--- src/rtl/alu_pkg.sv ---
// Shared types and constants for the ALU sequencer: opcodes, ALU select codes,
// flag bit positions and FSM state encoding.
package alu_pkg;

    localparam int unsigned DATA_W = 64;
    localparam int unsigned OP_W   = 4;
    localparam int unsigned SEL_W  = 5;
    localparam int unsigned FLAG_W = 4;
    localparam int unsigned CNT_W  = 6;

    typedef enum logic [OP_W-1:0] {
        OP_ADD = 4'd0,
        OP_SUB = 4'd1,
        OP_AND = 4'd2,
        OP_OR  = 4'd3,
        OP_XOR = 4'd4,
        OP_LSL = 4'd5,
        OP_LSR = 4'd6,
        OP_ADC = 4'd7,
        OP_SBC = 4'd8,
        OP_MUL = 4'd9
    } op_e;

    localparam logic [SEL_W-1:0] SEL_ZERO = 5'b00000;
    localparam logic [SEL_W-1:0] SEL_ADD  = 5'b10000;
    localparam logic [SEL_W-1:0] SEL_SUB  = 5'b10010;
    localparam logic [SEL_W-1:0] SEL_AND  = 5'b01000;
    localparam logic [SEL_W-1:0] SEL_OR   = 5'b00100;
    localparam logic [SEL_W-1:0] SEL_XOR  = 5'b01100;
    localparam logic [SEL_W-1:0] SEL_LSL  = 5'b11000;
    localparam logic [SEL_W-1:0] SEL_LSR  = 5'b10100;

    // Status/flag bit positions, packed as {N,V,C,Z}.
    localparam int unsigned FLAG_Z = 0;
    localparam int unsigned FLAG_C = 1;
    localparam int unsigned FLAG_V = 2;
    localparam int unsigned FLAG_N = 3;

    localparam logic [CNT_W-1:0] MUL_LAST = 6'd63;

    typedef enum logic [1:0] {
        CIN_ZERO,
        CIN_ONE,
        CIN_FLAG
    } cin_src_e;

    typedef enum logic [1:0] {
        S_IDLE,
        S_EXEC,
        S_MUL,
        S_DONE
    } state_e;

    // Multiply only reports N and Z; carry and overflow are defined as clear.
    function automatic logic [FLAG_W-1:0] mul_status(input logic [DATA_W-1:0] r);
        logic [FLAG_W-1:0] s;
        s         = '0;
        s[FLAG_Z] = (r == '0);
        s[FLAG_N] = r[DATA_W-1];
        return s;
    endfunction

endpackage

--- src/rtl/alu_sequencer_if.sv ---
// Command and result handshake bundle of the ALU sequencer.
interface alu_sequencer_if;
    import alu_pkg::*;

    logic              cmd_valid;
    logic              cmd_ready;
    logic [OP_W-1:0]   cmd_op;
    logic [DATA_W-1:0] cmd_a;
    logic [DATA_W-1:0] cmd_b;
    logic              res_valid;
    logic              res_ready;
    logic [DATA_W-1:0] res_data;
    logic [FLAG_W-1:0] res_status;
    logic              res_err;

    modport master (
        output cmd_valid, cmd_op, cmd_a, cmd_b, res_ready,
        input  cmd_ready, res_valid, res_data, res_status, res_err
    );

    modport slave (
        input  cmd_valid, cmd_op, cmd_a, cmd_b, res_ready,
        output cmd_ready, res_valid, res_data, res_status, res_err
    );

endinterface

--- src/rtl/alu_sequencer_op_decode.sv ---
// Combinational opcode decoder: ALU select code, carry-in source, legality and
// whether the op runs on the multi-cycle multiply path.
module alu_op_decode
    import alu_pkg::*;
#(
    parameter bit MUL_EN = 1'b1
) (
    input  logic [OP_W-1:0]  cmd_op,
    output logic [SEL_W-1:0] sel,
    output cin_src_e         cin_src,
    output logic             legal,
    output logic             is_mul
);

    always_comb begin
        sel     = SEL_ZERO;
        cin_src = CIN_ZERO;
        legal   = 1'b1;
        is_mul  = 1'b0;
        case (cmd_op)
            OP_ADD: sel = SEL_ADD;
            OP_SUB: begin
                sel     = SEL_SUB;
                cin_src = CIN_ONE;
            end
            OP_AND: sel = SEL_AND;
            OP_OR:  sel = SEL_OR;
            OP_XOR: sel = SEL_XOR;
            OP_LSL: sel = SEL_LSL;
            OP_LSR: sel = SEL_LSR;
            OP_ADC: begin
                sel     = SEL_ADD;
                cin_src = CIN_FLAG;
            end
            OP_SBC: begin
                sel     = SEL_SUB;
                cin_src = CIN_FLAG;
            end
            OP_MUL: begin
                if (MUL_EN) begin
                    sel    = SEL_ADD;
                    is_mul = 1'b1;
                end else begin
                    legal  = 1'b0;
                end
            end
            default: legal = 1'b0;
        endcase
    end

endmodule

--- src/rtl/alu_sequencer.sv ---
// Sequences single-cycle ops and a 64-step shift-add multiply through an
// external ALU, holding each result until the consumer takes it.
module alu_sequencer
    import alu_pkg::*;
#(
    parameter bit MUL_EN = 1'b1
) (
    input  logic               clock,
    input  logic               reset,
    alu_sequencer_if.slave     bus,
    output logic [DATA_W-1:0]  alu_a,
    output logic [DATA_W-1:0]  alu_b,
    output logic               alu_cin,
    output logic [SEL_W-1:0]   alu_sel,
    input  logic [DATA_W-1:0]  alu_out,
    input  logic [FLAG_W-1:0]  alu_status,
    output logic [FLAG_W-1:0]  flags
);

    state_e            state_q, state_d;
    logic [DATA_W-1:0] a_q, a_d;
    logic [DATA_W-1:0] b_q, b_d;
    logic [SEL_W-1:0]  sel_q, sel_d;
    cin_src_e          cin_src_q, cin_src_d;
    logic              legal_q, legal_d;
    logic [DATA_W-1:0] acc_q, acc_d;
    logic [DATA_W-1:0] mcand_q, mcand_d;
    logic [DATA_W-1:0] mplier_q, mplier_d;
    logic [CNT_W-1:0]  cnt_q, cnt_d;
    logic [DATA_W-1:0] res_data_q, res_data_d;
    logic [FLAG_W-1:0] res_status_q, res_status_d;
    logic              res_err_q, res_err_d;
    logic [FLAG_W-1:0] flags_q, flags_d;

    logic [SEL_W-1:0]  dec_sel;
    cin_src_e          dec_cin_src;
    logic              dec_legal;
    logic              dec_is_mul;
    logic              accept;

    alu_op_decode #(
        .MUL_EN (MUL_EN)
    ) u_decode (
        .cmd_op  (bus.cmd_op),
        .sel     (dec_sel),
        .cin_src (dec_cin_src),
        .legal   (dec_legal),
        .is_mul  (dec_is_mul)
    );

    assign accept = bus.cmd_valid && (state_q == S_IDLE);

    always_ff @(posedge clock) begin
        if (reset) begin
            state_q      <= S_IDLE;
            a_q          <= '0;
            b_q          <= '0;
            sel_q        <= SEL_ZERO;
            cin_src_q    <= CIN_ZERO;
            legal_q      <= 1'b0;
            acc_q        <= '0;
            mcand_q      <= '0;
            mplier_q     <= '0;
            cnt_q        <= '0;
            res_data_q   <= '0;
            res_status_q <= '0;
            res_err_q    <= 1'b0;
            flags_q      <= '0;
        end else begin
            state_q      <= state_d;
            a_q          <= a_d;
            b_q          <= b_d;
            sel_q        <= sel_d;
            cin_src_q    <= cin_src_d;
            legal_q      <= legal_d;
            acc_q        <= acc_d;
            mcand_q      <= mcand_d;
            mplier_q     <= mplier_d;
            cnt_q        <= cnt_d;
            res_data_q   <= res_data_d;
            res_status_q <= res_status_d;
            res_err_q    <= res_err_d;
            flags_q      <= flags_d;
        end
    end

    always_comb begin
        state_d = state_q;
        case (state_q)
            S_IDLE: if (accept) state_d = dec_is_mul ? S_MUL : S_EXEC;
            S_EXEC: state_d = S_DONE;
            S_MUL:  if (cnt_q == MUL_LAST) state_d = S_DONE;
            S_DONE: if (bus.res_ready) state_d = S_IDLE;
            default: state_d = S_IDLE;
        endcase
    end

    // The op is stored in decoded form; the multiplier state is seeded at accept.
    always_comb begin
        a_d          = a_q;
        b_d          = b_q;
        sel_d        = sel_q;
        cin_src_d    = cin_src_q;
        legal_d      = legal_q;
        acc_d        = acc_q;
        mcand_d      = mcand_q;
        mplier_d     = mplier_q;
        cnt_d        = cnt_q;
        res_data_d   = res_data_q;
        res_status_d = res_status_q;
        res_err_d    = res_err_q;
        flags_d      = flags_q;
        case (state_q)
            S_IDLE: begin
                if (accept) begin
                    a_d       = bus.cmd_a;
                    b_d       = bus.cmd_b;
                    sel_d     = dec_sel;
                    cin_src_d = dec_cin_src;
                    legal_d   = dec_legal;
                    acc_d     = '0;
                    mcand_d   = bus.cmd_a;
                    mplier_d  = bus.cmd_b;
                    cnt_d     = '0;
                end
            end
            S_EXEC: begin
                if (legal_q) begin
                    res_data_d   = alu_out;
                    res_status_d = alu_status;
                    res_err_d    = 1'b0;
                    flags_d      = alu_status;
                end else begin
                    res_data_d   = '0;
                    res_status_d = '0;
                    res_err_d    = 1'b1;
                end
            end
            S_MUL: begin
                acc_d    = mplier_q[0] ? alu_out : acc_q;
                mcand_d  = mcand_q << 1;
                mplier_d = mplier_q >> 1;
                cnt_d    = cnt_q + 1'b1;
                if (cnt_q == MUL_LAST) begin
                    res_data_d   = acc_d;
                    res_status_d = mul_status(acc_d);
                    res_err_d    = 1'b0;
                    flags_d      = mul_status(acc_d);
                end
            end
            default: ;
        endcase
    end

    always_comb begin
        alu_a   = '0;
        alu_b   = '0;
        alu_cin = 1'b0;
        alu_sel = SEL_ZERO;
        case (state_q)
            S_EXEC: begin
                alu_a = a_q;
                alu_b = b_q;
                if (legal_q) begin
                    alu_sel = sel_q;
                    case (cin_src_q)
                        CIN_ONE:  alu_cin = 1'b1;
                        CIN_FLAG: alu_cin = flags_q[FLAG_C];
                        default:  alu_cin = 1'b0;
                    endcase
                end
            end
            S_MUL: begin
                alu_a   = acc_q;
                alu_b   = mcand_q;
                alu_sel = SEL_ADD;
            end
            default: ;
        endcase
    end

    assign bus.cmd_ready  = (state_q == S_IDLE);
    assign bus.res_valid  = (state_q == S_DONE);
    assign bus.res_data   = res_data_q;
    assign bus.res_status = res_status_q;
    assign bus.res_err    = res_err_q;
    assign flags          = flags_q;

endmodule

--- src/flat_wrapper.sv ---
// flat-port wrapper written by rule: the top's interface ports become plain ports
module alu_sequencer_flat import alu_pkg::*;
#(
    parameter bit MUL_EN = 1'b1
)
  (clock, reset, alu_a, alu_b, alu_cin, alu_sel, alu_out, alu_status, flags, bus_cmd_valid, bus_cmd_op, bus_cmd_a, bus_cmd_b, bus_res_ready, bus_cmd_ready, bus_res_valid, bus_res_data, bus_res_status, bus_res_err);
  alu_sequencer_if bus_i ();
  input  logic clock;
  input  logic reset;
  output logic [DATA_W-1:0] alu_a;
  output logic [DATA_W-1:0] alu_b;
  output logic alu_cin;
  output logic [SEL_W-1:0] alu_sel;
  input  logic [DATA_W-1:0] alu_out;
  input  logic [FLAG_W-1:0] alu_status;
  output logic [FLAG_W-1:0] flags;
  input wire logic [$bits(bus_i.cmd_valid)-1:0] bus_cmd_valid;
  input wire logic [$bits(bus_i.cmd_op)-1:0] bus_cmd_op;
  input wire logic [$bits(bus_i.cmd_a)-1:0] bus_cmd_a;
  input wire logic [$bits(bus_i.cmd_b)-1:0] bus_cmd_b;
  input wire logic [$bits(bus_i.res_ready)-1:0] bus_res_ready;
  output wire logic [$bits(bus_i.cmd_ready)-1:0] bus_cmd_ready;
  output wire logic [$bits(bus_i.res_valid)-1:0] bus_res_valid;
  output wire logic [$bits(bus_i.res_data)-1:0] bus_res_data;
  output wire logic [$bits(bus_i.res_status)-1:0] bus_res_status;
  output wire logic [$bits(bus_i.res_err)-1:0] bus_res_err;
  assign bus_i.cmd_valid = bus_cmd_valid;
  assign bus_i.cmd_op = bus_cmd_op;
  assign bus_i.cmd_a = bus_cmd_a;
  assign bus_i.cmd_b = bus_cmd_b;
  assign bus_i.res_ready = bus_res_ready;
  assign bus_cmd_ready = bus_i.cmd_ready;
  assign bus_res_valid = bus_i.res_valid;
  assign bus_res_data = bus_i.res_data;
  assign bus_res_status = bus_i.res_status;
  assign bus_res_err = bus_i.res_err;
  alu_sequencer #(.MUL_EN(MUL_EN)) u_core (.clock(clock), .reset(reset), .bus(bus_i), .alu_a(alu_a), .alu_b(alu_b), .alu_cin(alu_cin), .alu_sel(alu_sel), .alu_out(alu_out), .alu_status(alu_status), .flags(flags));
endmodule
--- config.mk ---
export PLATFORM = sky130hd
export DESIGN_NAME = alu_sequencer_flat
export DESIGN_NICKNAME = d
export VERILOG_FILES = /design/src/rtl/alu_pkg.sv /design/src/rtl/alu_sequencer_if.sv /design/src/rtl/alu_sequencer_op_decode.sv /design/src/rtl/alu_sequencer.sv /design/src/flat_wrapper.sv
export SDC_FILE = /design/constraint.sdc
export NUM_CORES = 1
export LEC_CHECK = 0
export ABC_CLOCK_PERIOD_IN_PS = 2600
export CORE_MARGIN = 2
export CORE_UTILIZATION = 51
export CTS_CLUSTER_SIZE = 40
export DETAILED_ROUTE_END_ITERATION = 7
export GPL_ROUTABILITY_DRIVEN = 0
export HOLD_SLACK_MARGIN = 0.1
export PLACE_DENSITY = 0.81
export SYNTH_ARGS = -nofsm -noshare
export SYNTH_HDL_FRONTEND = slang
export SYNTH_SLANG_ARGS = --single-unit
export TNS_END_PERCENT = 10
--- constraint.sdc ---
create_clock -name clock -period 2.6 [get_ports clock]
set_clock_uncertainty 0.15 [all_clocks]
set_input_delay 0.78 -clock clock [delete_from_list [all_inputs] [get_ports clock]]
set_output_delay 0.78 -clock clock [all_outputs]
set_load 0.1 [all_outputs]
==> results of run 1 <==
## worst min path at each step
| stage | endpoint | startpoint | slack [ns] | cells after the start |
|---|---|---|---|---|
| 2_1_floorplan | u_core.sel_q[1]$_SDFFE_PP0P_ | u_core.sel_q[1]$_SDFFE_PP0P_ | 0.28 | 2 |
| 3_3_place_gp | u_core.sel_q[1]$_SDFFE_PP0P_ | u_core.sel_q[1]$_SDFFE_PP0P_ | 0.29 | 2 |
| 3_5_place_dp | u_core.b_q[8]$_SDFFE_PP0P_ | u_core.b_q[8]$_SDFFE_PP0P_ | 0.30 | 2 |
| 4_1_cts | u_core.a_q[4]$_SDFFE_PP0P_ | u_core.a_q[4]$_SDFFE_PP0P_ | 0.31 | 2 |
| 5_1_grt | u_core.a_q[21]$_SDFFE_PP0P_ | u_core.a_q[21]$_SDFFE_PP0P_ | 0.33 | 2 |
| 6_report | u_core.b_q[56]$_SDFFE_PP0P_ | u_core.b_q[56]$_SDFFE_PP0P_ | 0.32 | 2 |
## sequential cells by signal (all words and copies together), names as in the netlist
register               count
u_core.state_q             2
u_core.flags               4
u_core.bus.res_status      4
u_core.b_q                64
u_core.cnt_q               6
u_core.bus.res_err         1
u_core.acc_q              64
u_core.cin_src_q           2
u_core.mcand_q            64
u_core.bus.res_data       64
u_core.mplier_q           64
u_core.a_q                64
u_core.sel_q               4
u_core.legal_q             1
## power breakdown
part	internal (mW)	switching, mW	total (mW)	leakage [nW]
registers	7.97	1.53	9.49	3.35
logic	7.62	15.2	22.8	6.31
clock network	3.53	2.58	6.11	0.690
## through the flow
step | hold slack (ns) | util | worst slack [ns]
after floorplan | 0.277 | - | -0.292
after global placement | 0.289 | 0.738 | -0.268
after detailed placement | 0.296 | 0.738 | -0.323
after CTS | 0.312 | 0.810 | -0.419
after global routing | 0.331 | 0.817 | -0.430
final | 0.316 | 0.817 | -0.405
## layout by cell type (no fill, tap or decap), drive strengths merged, types with 3 or more instances in the layout
cell,instances
dfxtp,408
clkinv,7
nand2b,5
nand2,272
a221oi,65
mux2i,128
diode,4
o21ai,11
xor2,3
ha,7
a22oi,213
mux2,62
buf,397
a211oi,132
or3,3
nand4,3
a21oi,142
nand3,11
nor3,82
nor4,19
and2,4
clkdlybuf4s50,202
inv,9
clkbuf,69
nor2,421
## logic make-up after synthesis
kind of cell,share of synthesized area
AND/OR/NAND/NOR,0.181
AO/OA/AOI/OAI,0.216
flip-flops,0.443
buffers and inverters,0.0469
multiplexers,0.107
adder cells (fa/ha/maj),0.00475
XOR/XNOR,0.00142
other,0.000203
## final cells by class
type / count / area, um^2
multi-input combinational: 1597 / 11200
sequential: 408 / 8180
timing repair buffer: 606 / 7690
fill: 2000 / 6500
clock buffer: 64 / 1290
tap: 461 / 577
clock inverter: 11 / 90.1
inverter: 8 / 55.1
antenna: 4 / 10.0
## per-layer routing
metal,part of all wire,vias to the layer above
met4,0.061,4
met1,0.38,9690
met2,0.46,1325
li1,-,8861
met3,0.10,276
met5,0.00032,-
## what timing repair did
action                     4_1_cts  5_1_grt
hold buffers                     0        0
gates cloned                    10        6
resized for setup              160       36
setup endpoints to repair      133      147
pin swaps                       43       53
buffers inserted                11        7
## critical path, cell delays in order, from the launching register on
cell and delay [ns]:
dfxtp_4 0.36, inv_4 0.08, ha_4 0.22, buf_12 0.21, buf_16 0.16, a22oi_2 0.07
nor2_4 0.21, buf_12 0.21
==> qor.csv, run 1 <==
metric,value,unit
status,finished with violations,
violations,negative setup slack,
rr_worst_depth,12,
drtIter0Drc,2238,
grt_pass1_vias,19560,
via_per_inst,6.38,
r2r_start,u_core.state_q[0]$_SDFFE_PP0P_,
initial_core_util,0.519,
clockBufferDepth,3,
dp_cells,3051,
synth.most_common_cell,nor2_1,
power.leakage,10.3,nW
rsz0062_at_grt,true,
worst_pin_slew,0.642,ns
drt-total-wl,77100,um
first_pass_iters,7,
dieArea,0.0377,mm^2
stdcell_count,3159,
worstSetupStartpointType,register,
hp-class,reg2reg,
numPortBuffers,411,
rrSetupSlack,-0.16,ns
ys_seq_area_frac,0.443,
crit_start,u_core.state_q[1]$_SDFFE_PP0P_,
cts-root-buf,clkbuf_16,
dieWidth,194,um
syn_area_per_cell,8.27,um^2
antenna_found_initial,7,
ios,413,
cp.arrival,2.07,ns
crit_type,reg2out,
met3_usage,0.0710,
grt_pass1_wl,114000,um
power-per-cell-area,1320,mW/mm^2
setup_viol,134,
drv_slew,0,
met2_usage,0.614,
ys_ff_latch,408,
yosysTopAreaCellShare,0.443,
nets,2874,
hold_viol,0,
synthesis.instances,2230,
r2r_end,u_core.mcand_q[4]$_SDFFE_PP0P_,
dpl.hpwl,51000,um
use_met1,0.491,
drive_gt1_frac,0.305,
path_clk_slew,0.06,ns
relSlewSlack,0.572,
synth_nets,2441,
min_period,3.00,ns
crit_end,alu_a[63],
htree_num_levels,2,
synthToLayoutAreaGrowth,57.6,%
cap_violations,0,
die_h,194,um
clock_sinks,408,
total_power,38.4,mW
end_kind,output port,
design_area,0.0291,mm^2
timing.setup.tns,-41.50,ns
synth_ff_type,dfxtp_1,
dr_total_vias,20156,
clk_latency,0.53,ns
fmax,333,MHz
gr-usage-all-layers,0.382,
antenna_left,0,
rows,69,
synth_common_cells,"421 x nor2_1, 408 x dfxtp_1, 272 x nand2_1",
period_share,1.16,
ir_drop,1.62,mV
top_usage_layer,met2,
syn_area,0.0184,mm^2
worstPathMaxFanout,8,
drc,0,
coreArea,0.0356,mm^2
cts_tree,yes,
dpl-instance-area,0.0263,mm^2
wl_per_cell,24.4,um
synth_area_leaders,"dfxtp_1 44%, a22oi_1 8.7%, nor2_1 8.6%, mux2i_1 6.9%, nand2_1 5.5%",
ys_types,41,
ys_async_sr_fraction,0,
grt_start_max_net_pins,80,
synth_edf_count,0,
cp.required,1.67,ns
synth_top_area_cell,dfxtp_1,
cts_buffers,42,
setup_slack,-0.405,ns
ys_warn_count,0,
overflow,0,
Note: power is estimated with default switching activity, not from simulation.
==> inputs of run 2 (changes only) <==
--- a/config.mk
+++ b/config.mk
@@ -12,7 +12,7 @@
 export DETAILED_ROUTE_END_ITERATION = 7
 export GPL_ROUTABILITY_DRIVEN = 0
 export HOLD_SLACK_MARGIN = 0.1
-export PLACE_DENSITY = 0.81
+export PLACE_DENSITY = 0.9
 export SYNTH_ARGS = -nofsm -noshare
 export SYNTH_HDL_FRONTEND = slang
 export SYNTH_SLANG_ARGS = --single-unit
==> run 2 against run 1 <==
- combinational power up 2%
- critical path depth is the same
- sequential share of layout area barely moved
- critical endpoint is now alu_b[34]
- clock-buffer cell count fell by 3
- largest cell class unchanged
- via count up 4.9%
- core utilization hardly changed
- the flow finishes with violations (design-rule violations, negative setup slack)
- critical path type unchanged
- global-route usage increased by 3.7 points
- sequential cell count unchanged
- worst hold slack gained 0.0013 ns
==> qor.csv, run 2 (synthesis results as in run 1) <==
metric,value,unit,change
hold_viol,0,,unchanged
design_area,0.0291,mm^2,about the same
layout_commonest_cell,dfxtp_1,,
power.leakage,10.3,nW,-0.27%
coreArea,0.0356,mm^2,unchanged
antenna_left,0,,unchanged
total_power,39.2,mW,+2.2%
gr-usage-all-layers,0.419,,+0.0372
worst_pin_slew,0.617,ns,-0.0259 ns
cp.arrival,2.08,ns,about the same
mostFrequentLayoutCells,"405 x dfxtp_1, 292 x nor2_1, 270 x nand2_1, 202 x clkdlybuf4s50_1, 186 x buf_4",,
min_period,3.01,ns,+0.00833 ns
worstSetupStartpointType,register,,
crit_type,reg2out,,
clockBufferDepth,3,,unchanged
dieArea,0.0377,mm^2,unchanged
grt_pass1_vias,20648,,+5.6%
drive_gt1_frac,0.301,,-0.00423
dpl-instance-area,0.0262,mm^2,-0.18%
setup_slack,-0.413,ns,-0.00833 ns
rows,69,,unchanged
ctsHoldBuffers,0,,unchanged
dr_total_vias,21144,,+4.9%
drtIter0Drc,3024,,+35%
wl_per_cell,26.5,um,+8.8%
dpl.hpwl,52200,um,+2.3%
timing.setup.tns,-45.25,ns,-3.75 ns
via_per_inst,6.71,,+5.1%
first_pass_iters,8,,+1
ir_drop,1.69,mV,+4.1%
cts-root-buf,clkbuf_16,,
holdWs,0.317,ns,+0.00128 ns
rsz0062_at_grt,true,,
worstPathMaxFanout,14,,+6
path_clk_slew,0.06,ns,about the same
status,finished with violations,,
cts_tree,yes,,
synthToLayoutAreaGrowth,57.7,%,about the same
dieWidth,194,um,unchanged
drc,1,,+1
cts_buffers,42,,unchanged
fmax,332,MHz,-0.28%
grt_start_max_net_pins,102,,+28%
drv_slew,0,,unchanged
setup_viol,134,,unchanged
initial_core_util,0.519,,unchanged
relSlewSlack,0.589,,+0.0172
clk_latency,0.56,ns,+0.03 ns
antenna_found_initial,9,,+2
clock_sinks,408,,unchanged
ios,413,,unchanged
grt_pass1_wl,125000,um,+9.3%
end_kind,output port,,
final_util,0.818,,about the same
period_share,1.16,,+0.00320
nets,2862,,-0.42%
htree_num_levels,2,,unchanged
die_h,194,um,unchanged
power-per-cell-area,1350,mW/mm^2,+2.2%
overflow,0,,unchanged
numPortBuffers,411,,unchanged
violations,"design-rule violations, negative setup slack",,
cp.required,1.67,ns,about the same
cap_violations,0,,unchanged
drt-total-wl,83600,um,+8.6%
hp-class,reg2reg,,
==> run 2: cell count changes in the layout (fill, tap and decap cells not counted), sizes merged <==
cell | previous run | this run
clkinvlp | 2 | 0
clkbuf | 69 | 66
inv | 9 | 10
bufinv | 1 | 5
buf | 397 | 384
bufbuf | 2 | 3
diode | 4 | 9
==> run 2: path summary, 6_finish.rpt <==
kind / depth (start not counted) / end / slack, ns / start
setup / recovery: 7 / alu_b[34] / -0.41 / u_core.state_q[0]$_SDFFE_PP0P_
hold / removal: 2 / u_core.a_q[12]$_SDFFE_PP0P_ / 0.32 / u_core.a_q[12]$_SDFFE_PP0P_
setup reg to reg: 9 / u_core.mcand_q[7]$_SDFFE_PP0P_ / -0.03 / u_core.state_q[0]$_SDFFE_PP0P_
hold reg to reg: 2 / u_core.a_q[12]$_SDFFE_PP0P_ / 0.32 / u_core.a_q[12]$_SDFFE_PP0P_
==> run 2: routing by layer <==
layer,share of wire,GRT usage
met5,0,0
met4,0.071,0.244
met3,0.12,0.0932
met2,0.46,0.667
met1,0.35,0.524
==> run 2: metrics by stage <==
step           cells  setup WS (ns)
6_report        3152         -0.413
5_1_grt         3152         -0.448
4_1_cts         3136         -0.382
3_5_place_dp    3038         -0.473
3_3_place_gp    3038         -0.379
2_1_floorplan   2230         -0.292
==> run 2: layout make-up <==
class / instances / area (um^2)
Clock buffer: 61 / 1230
Antenna cell: 9 / 22.5
Fill cell: 1758 / 6490
Clock inverter: 14 / 228
Multi-Input combinational cell: 1597 / 11200
Inverter: 8 / 51.3
Timing Repair Buffer: 594 / 7630
Sequential cell: 408 / 8180
Tap cell: 461 / 577
==> run 2: what timing repair did <==
action	in CTS	in global routing
pin swaps	42	34
gates resized for setup	151	34
cloned	8	7
endpoints found under the setup margin	134	139
setup buffers	15	0
==> run 2: power by group <==
group	internal, mW	switching, mW
Combinational	7.68	15.5
Sequential	7.97	1.64
Clock	3.81	2.66
Total	19.5	19.8
==> run 2: critical path, cell delays in order, from the launching register on <==
cell	delay, ns
dfxtp_2	0.35
inv_2	0.06
ha_4	0.21
buf_12	0.18
buf_4	0.17
a22oi_2	0.30
nor2_4	0.07
buf_12	0.17
==> inputs of run 3 (changes only) <==
--- a/config.mk
+++ b/config.mk
@@ -13,6 +13,7 @@
 export GPL_ROUTABILITY_DRIVEN = 0
 export HOLD_SLACK_MARGIN = 0.1
 export PLACE_DENSITY = 0.9
+export SKIP_LAST_GASP = 1
 export SYNTH_ARGS = -nofsm -noshare
 export SYNTH_HDL_FRONTEND = slang
 export SYNTH_SLANG_ARGS = --single-unit
==> run 3 against run 2 <==
- the flow finishes with violations (negative setup slack)
- combinational power is essentially flat
- non-clock buffer count grew 4
- fmax shrank 2.0%
- sequential cell count is the same
- power grew 0.17%
- global-route usage shrank 0.12 points
- core utilization shrank 0.34 points
- worst hold slack is essentially flat
- critical path type unchanged
- critical endpoint is now alu_b[6]
==> qor.csv, run 3 (synthesis results as in run 1) <==
metric,value,unit,change
status,finished with violations,,
violations,negative setup slack,,
gr-usage-all-layers,0.418,,-0.00125
first_pass_iters,7,,-1
end_kind,output port,,
synthToLayoutAreaGrowth,57.0,%,
cts-root-buf,clkbuf_16,,
crit_top_cell,buf_12,,
grt_start_max_net_pins,102,,unchanged
drtIter0Drc,3071,,+1.6%
min_period,3.08,ns,+0.0619 ns
setup_slack,-0.475,ns,-0.0619 ns
crit_type,reg2out,,
hold_viol,0,,unchanged
cp_slowest_stage_delay,0.38,ns,+0.03 ns
cts_tree,yes,,
drive_gt1_frac,0.292,,-0.00827
numPortBuffers,411,,unchanged
pre_cts_ws,-0.473,ns,unchanged
holdWs,0.317,ns,-0.00000800 ns
initial_core_util,0.519,,unchanged
cp.arrival,2.15,ns,+0.07 ns
dpl-instance-area,0.0262,mm^2,unchanged
whs_path_depth,2,,unchanged
ios,413,,unchanged
antenna_found_initial,11,,+2
path_buf_inv,4,,unchanged
ctsHoldBuffers,0,,unchanged
power.leakage,10.3,nW,-0.12%
clock_sinks,408,,unchanged
design_area,0.0290,mm^2,-0.41%
cp.required,1.67,ns,about the same
nets,2866,,+0.14%
via_per_inst,6.78,,+1.1%
crit_family,buffers and inverters,,
wl_per_cell,27.0,um,+1.9%
worstPathMaxFanout,12,,-2
ir_drop,1.68,mV,-0.38%
rsz0062_at_grt,true,,
dr_total_vias,21428,,+1.3%
r2r_start,u_core.state_q[0]$_SDFFE_PP0P_,,
overflow,0,,unchanged
dieWidth,194,um,unchanged
period_share,1.18,,+0.0238
stdcell_count,3159,,+0.22%
mostFrequentLayoutCells,"405 x dfxtp_1, 292 x nor2_1, 270 x nand2_1, 202 x clkdlybuf4s50_1, 195 x buf_4",,
die_h,194,um,unchanged
rrSetupSlack,-0.16,ns,-0.13 ns
setup_viol,138,,+3.0%
path_clk_slew,0.07,ns,about the same
cts_buffers,42,,unchanged
worstSetupStartpointType,register,,
grt_pass1_vias,20646,,-0.0097%
min_from,u_core.sel_q[4]$_SDFFE_PP0P_,,
drv_slew,0,,unchanged
layout_commonest_cell,dfxtp_1,,
coreArea,0.0356,mm^2,unchanged
drt-total-wl,85400,um,+2.1%
min_to,u_core.sel_q[4]$_SDFFE_PP0P_,,
final_util,0.814,,-0.00338
rows,69,,unchanged
slowest_stage,a22oi_1,,
cap_violations,0,,unchanged
clk_latency,0.57,ns,about the same
cp_cell_sequence,inv_2 > ha_4 > buf_12 > buf_16 > a22oi_1 > nor2_4 > buf_12,,
relSlewSlack,0.594,,+0.00497
antenna_left,0,,unchanged
hp-class,reg2reg,,
dieArea,0.0377,mm^2,unchanged
r2r_end,u_core.flags[0]$_SDFFE_PP0P_,,
fmax,325,MHz,-2.0%
fillerInstances,1781,,+1.3%
htree_num_levels,2,,unchanged
dp_cells,3038,,unchanged
rr_worst_depth,8,,-1
clockBufferDepth,3,,unchanged
dpl.hpwl,52200,um,unchanged
grt_pass1_wl,124000,um,-0.42%
worst_pin_slew,0.609,ns,-0.00745 ns
power-per-cell-area,1360,mW/mm^2,+0.59%
drc,0,,-1
-- run 3: cell types whose count changed in the layout (fill, tap and decap cells not counted), sizes merged --
cell    change
clkbuf      +2
clkinv      +1
diode       +3
buf         +2
inv         -1
-- run 3: worst min-delay path: cells and delay by family, from the launching register on --
family	cells	cell delay [ns]
flops	1	0.31
simple gates	1	0.05
compound gates	1	0.05
-- run 3: worst max path at each step --
stage / start / endpoint / slack (ns) / depth (start not counted)
global placement: alu_out[1] / u_core.flags[0]$_SDFFE_PP0P_ / -0.38 / 7
detailed placement: alu_out[5] / u_core.flags[0]$_SDFFE_PP0P_ / -0.47 / 7
floorplan: u_core.flags[1]$_SDFFE_PP0P_ / alu_cin / -0.29 / 2
finish: u_core.state_q[0]$_SDFFE_PP0P_ / alu_b[6] / -0.48 / 7
global route: u_core.state_q[0]$_SDFFE_PP0P_ / alu_a[57] / -0.54 / 7
CTS: u_core.state_q[0]$_SDFFE_PP0P_ / alu_b[34] / -0.38 / 7
-- run 3: cell type report --
class                   instances  area [um^2]  area share
well taps                     461          577      0.0199
clock buffers                  61         1230      0.0426
clock inverters                14          228     0.00786
inverters                       8         48.8     0.00168
repair buffers                598         7630       0.263
multi-input cells            1597        11000       0.381
diodes                         12         30.0     0.00104
flip-flops and latches        408         8180       0.282
-- run 3: layer usage --
metal  vias to the layer above  wire, um  global-route usage
li1                       8864         -                   -
met1                     10082     29700               0.519
met2                      1988     38500               0.671
met3                       494     10400              0.0901
met4                         0      6750               0.243
met5                         -         0                   0
-- run 3: through the flow --
step | setup TNS, ns | total power [mW]
after floorplan | -16.49 | 23.6
after global placement | -0.740 | 28.8
after detailed placement | -0.888 | 29.5
after CTS | -45.80 | 37.7
after global routing | -52.07 | 40.3
final | -47.29 | 39.3
-- run 3: report_power, final --
group / internal [mW] / switching, mW
Combinational: 7.60 / 15.6
Clock: 3.81 / 2.68
Sequential: 7.97 / 1.64
Total: 19.4 / 19.9
-- run 3: what timing repair did --
item | 4_1_cts | 5_1_grt
resized for setup | 124 | 25
pin swaps | 14 | 7
setup buffers | 15 | 5
cloned | 8 | 7
setup endpoints to repair | 134 | 140
